**src/rtl/nibble_serial_adder_ctrl.sv**
```systemverilog
// Multi-cycle WIDTH-bit add/subtract engine built around one 4-bit ripple
// slice, stepped LS nibble first with the carry registered between nibbles.

module nsa_slice4 (
  input  logic [3:0] a_i,
  input  logic [3:0] b_i,
  input  logic       c_i,
  output logic [3:0] s_o,
  output logic       c_o
);
  logic c;

  always_comb begin
    c   = c_i;
    s_o = '0;
    for (int k = 0; k < 4; k++) begin
      s_o[k] = a_i[k] ^ b_i[k] ^ c;
      c      = (a_i[k] & b_i[k]) | (c & (a_i[k] ^ b_i[k]));
    end
    c_o = c;
  end
endmodule

module nibble_serial_adder_ctrl #(
  parameter int WIDTH = 16
) (
  input  logic             clk,
  input  logic             reset_n,
  input  logic             in_valid,
  output logic             in_ready,
  input  logic [WIDTH-1:0] a,
  input  logic [WIDTH-1:0] b,
  input  logic             sub,
  output logic             out_valid,
  input  logic             out_ready,
  output logic [WIDTH-1:0] result,
  output logic             carry_out,
  output logic             overflow,
  output logic             busy
);
  localparam int N  = WIDTH / 4;
  localparam int IW = (N > 1) ? $clog2(N) : 1;

  if ((WIDTH % 4) != 0 || WIDTH < 8) begin : g_bad_width
    $error("nibble_serial_adder_ctrl: WIDTH must be a multiple of 4 and >= 8");
  end

  typedef enum logic [1:0] {IDLE, RUN, DONE} state_t;

  state_t           state_q;
  logic [IW-1:0]    idx_q;
  logic [WIDTH-1:0] a_q, beff_q, res_q;
  logic             carry_q, co_q, ov_q;

  logic [IW+1:0]    base;
  logic [3:0]       slice_s;
  logic             slice_c;

  assign base = {idx_q, 2'b00};

  nsa_slice4 u_slice (
    .a_i (a_q[base +: 4]),
    .b_i (beff_q[base +: 4]),
    .c_i (carry_q),
    .s_o (slice_s),
    .c_o (slice_c)
  );

  always_ff @(posedge clk) begin
    if (!reset_n) begin
      state_q <= IDLE;
      idx_q   <= '0;
      a_q     <= '0;
      beff_q  <= '0;
      res_q   <= '0;
      carry_q <= 1'b0;
      co_q    <= 1'b0;
      ov_q    <= 1'b0;
    end else begin
      case (state_q)
        IDLE: if (in_valid) begin
          // Subtract as A + ~B + 1: the +1 rides in on the preloaded carry.
          a_q     <= a;
          beff_q  <= sub ? ~b : b;
          carry_q <= sub;
          idx_q   <= '0;
          state_q <= RUN;
        end
        RUN: begin
          res_q[base +: 4] <= slice_s;
          carry_q          <= slice_c;
          idx_q            <= idx_q + 1'b1;
          if (idx_q == IW'(N - 1)) begin
            co_q    <= slice_c;
            ov_q    <= (a_q[WIDTH-1] == beff_q[WIDTH-1]) && (slice_s[3] != a_q[WIDTH-1]);
            state_q <= DONE;
          end
        end
        DONE: if (out_ready) state_q <= IDLE;
        default: state_q <= IDLE;
      endcase
    end
  end

  assign in_ready  = (state_q == IDLE);
  assign out_valid = (state_q == DONE);
  assign busy      = (state_q != IDLE);
  assign result    = res_q;
  assign carry_out = co_q;
  assign overflow  = ov_q;
endmodule

```
**config.mk**
```make
export PLATFORM = sky130hd
export DESIGN_NAME = nibble_serial_adder_ctrl
export DESIGN_NICKNAME = d
export VERILOG_FILES = /design/src/rtl/nibble_serial_adder_ctrl.sv
export SDC_FILE = /design/constraint.sdc
export NUM_CORES = 1
export LEC_CHECK = 0
export CORE_ASPECT_RATIO = 1.2
export CORE_MARGIN = 3
export CORE_UTILIZATION = 51
export CTS_BUF_LIST = sky130_fd_sc_hd__clkbuf_16
export DETAILED_ROUTE_END_ITERATION = 12
export GPL_TIMING_DRIVEN = 0
export PLACE_DENSITY = 0.8
export SLEW_MARGIN = 5
export SYNTH_ARGS = -nofsm -noshare
export SYNTH_HDL_FRONTEND = slang
export SYNTH_SLANG_ARGS = --single-unit
```
**constraint.sdc**
```tcl
create_clock -name clk -period 4 [get_ports clk]
set_input_delay 0.6 -clock clk [delete_from_list [all_inputs] [get_ports clk]]
set_output_delay 0.6 -clock clk [all_outputs]
set_load 0.02 [all_outputs]
```
==> results.py <==
metrics = {
    "yosys": {
        "yosys_warnings": 0,
        "synth.most_common_cell": "nand2_1",
        "yosysTopAreaCell": "dfxtp_1",
        "synth_edf_count": 0,
        "syn-instance-count": 288,
        "synth.top_cells.by_count": "nand2_1, dfxtp_1, xnor2_1",
        "yosysSeqAreaShare_pct": 40.5,
        "ys_seq_elements": 55,
        "synthArstFlopShare_pct": 0,
        "synthTopCellsByArea": "dfxtp_1, nand2_1, mux4_2",
        "synth_area_per_cell_um2": 9.44,
        "ys_types": 38,
        "netlist.area_leader.share_pct": 40.5,
        "synth_nets": 335,
        "synth_ff_type": "dfxtp_1",
        "synth_area_um2": 2720,
    },
    "floorplanning": {
        "start_util_pct": 53.9,
        "fp.dieW_um": 72.7,
        "fp.dieH_um": 86.0,
        "io_pins": 58,
        "core-area_um2": 5040,
        "rows": 28,
        "dieArea_um2": 6250,
    },
    "power_and_ir_drop": {
        "p_int_mw": 1.05,
        "fin_total_pwr_mw": 1.38,
        "p_seq_share_pct": 43.0,
        "p_sw_mw": 0.327,
        "p_clk_share_pct": 40.6,
        "power.leakage_nw": 1.40,
        "ir_drop_mv": 0.237,
        "switching_share_pct": 23.7,
        "p_per_area_nw_per_um2": 390,
        "combPwrFrac_pct": 16.4,
    },
    "routing": {
        "wl_um": 6140,
        "ant_nets": 0,
        "via_per_inst": 5.44,
        "drc": 0,
        "initialDrtViolationCount": 122,
        "dr.pass1.iters": 4,
        "wl_per_cell_um": 14.9,
        "vias": 2236,
    },
    "finish": {
        "drive_gt1_share_pct": 9.69,
        "fin_nets": 397,
        "num-fill-cells": 412,
        "n_antenna_cell": 0,
        "finish.instance_area_um2": 3540,
        "final_cells": 411,
        "syn_to_final_growth_pct": 30.1,
    },
    "grt": {
        "grt_antenna_before_repair": 0,
        "grt_usage_pct": 21.1,
        "grt.overflow.total": 0,
        "grt_pass1_wl_um": 10200,
        "grt_max_degree": 18,
        "first_global_vias": 2173,
    },
    "placed_design": {
        "placed_cell_area_um2": 3340,
        "place_hpwl_um": 4610,
        "gp_congestion": 0.839,
        "pre_cts_ws_ns": 0.734,
        "dp_cells": 403,
        "portBuffers": 55,
    },
    "timing": {
        "final.min_clock_period_ns": 3.28,
        "fmax_mhz": 305,
        "setup_violations": 0,
        "final-max-slew-violation-count": 0,
        "slew_headroom_pct": 65.7,
        "hold_viol": 0,
        "setup_slack_ns": 0.716,
        "worstMarginPinSlew_ns": 0.514,
        "min_period_over_period_pct": 82.1,
        "skew_ns": 0.00371,
        "rsz0062_at_grt": "no",
        "fin_tns_setup_ns": 0,
    },
    "clocking": {
        "clk_path_buf_depth": 2,
        "clkTransAtPathRegs_ns": 0.07,
        "h-tree-depth": 2,
        "cts_buffers": 5,
        "cts_resized": 0,
        "root_buffer": "clkbuf_16",
        "cts_hold_buf": 0,
        "clock_latency_ns": 0.29,
        "tritoncts": "done",
        "clock_sinks": 55,
        "cts_setup_buffers": 0,
    },
    "setup_path": {
        "cp.required_ns": 4.21,
        "r2r_start": "idx_q[1]",
        "cp-end-kind": "flip-flop",
        "worstSetupPathType": "reg2reg",
        "cp-start-kind": "flip-flop",
        "worstPathArrival_ns": 3.50,
        "cp_max_fo": 10,
        "cp-startpoint": "idx_q[1]",
    },
    "outcome": {
        "status": "complete, no violations",
    },
    "hold_path": {
        "hp-class": "reg2reg",
        "hp-start": "result[12]",
    },
    "run": {
        "max_cap_violations": 0,
    },
}
power groups by stage:
stage / combinational (mW) / sequential (mW) / clock, mW
floorplan: 0.141 / 0.604 / 0
global placement: 0.222 / 0.604 / 0
detailed placement: 0.225 / 0.605 / 0
CTS: 0.226 / 0.593 / 0.563
global route: 0.247 / 0.596 / 0.582
finish: 0.226 / 0.593 / 0.559
layout make-up:
cell class / instances / area (µm²) / area share (%)
flip-flops and latches: 55 / 1100 / 31.1
plain buffers: 21 / 124 / 3.50
repair buffers: 55 / 551 / 15.6
multi-input cells: 199 / 1450 / 40.9
clock inverters: 3 / 67.6 / 1.91
inverters: 13 / 48.8 / 1.38
clock buffers: 5 / 125 / 3.54
well taps: 60 / 75.1 / 2.12
stage by stage:
| step | utilization [%] | hold WS (ns) |
|---|---|---|
| 3_3_place_gp | 66.3 | 0.436 |
| 4_1_cts | 70.1 | 0.453 |
| 6_report | 70.1 | 0.448 |
| 5_1_grt | 70.1 | 0.484 |
| 2_1_floorplan | - | 0.432 |
| 3_5_place_dp | 66.3 | 0.446 |
layer usage:
layer  share of wire, %  track usage (%)
met3                3.0             3.87
met5                  0                0
met2                 54             37.7
met1                 42             25.1
met4               0.96             6.88
final timing paths:
check | depth (start not counted) | end | slack, ns
worst max-delay path | 12 | overflow | 0.72
worst min-delay path | 2 | result[12] | 0.45
worst max register to register | 12 | overflow | 0.72
worst min register to register | 2 | result[12] | 0.45
cells in the final DEF, fill, tap and decap left out, types with 5 or more instances in the layout:
| cell | n |
|---|---|
| nand2_1 | 63 |
| dfxtp_1 | 55 |
| clkdlybuf4s50_1 | 55 |
| xnor2_1 | 16 |
| inv_1 | 13 |
| a21oi_1 | 12 |
| o211a_1 | 11 |
| a21boi_0 | 11 |
| nor2_1 | 10 |
| buf_2 | 9 |
| mux4_2 | 8 |
| a21boi_1 | 8 |
| a211oi_1 | 6 |
| ha_1 | 6 |
| nor2b_1 | 5 |
| clkbuf_1 | 5 |
| clkbuf_16 | 5 |
critical path, stage by stage, from the launching register on:
cell	delay, ns
dfxtp_1	0.39
buf_2	0.33
mux4_2	0.55
inv_1	0.11
fa_1	0.17
inv_1	0.05
fa_1	0.35
inv_1	0.07
fa_1	0.16
inv_1	0.05
fa_1	0.55
nand3b_1	0.21
a211oi_1	0.19
state kept, by name (all words and copies together), names as in the netlist:
signal,count
carry_out,1
overflow,1
idx_q,2
state_q,2
carry_q,1
result,16
a_q,16
beff_q,16
cells by family (layout without fill, tap and decap cells):
logic type | count (synthesis) | count (layout) | synth area share, %
buffers and inverters | 34 | 97 | 6.35
adders and majority gates | 10 | 10 | 5.71
and+or+nand+nor | 106 | 106 | 19.1
muxes | 9 | 9 | 6.99
AOI/OAI and AO/OA | 58 | 58 | 16.2
xor gates and xnor gates | 16 | 16 | 5.15
DFF | 55 | 55 | 40.5
Power figures use the tool's default switching activity.
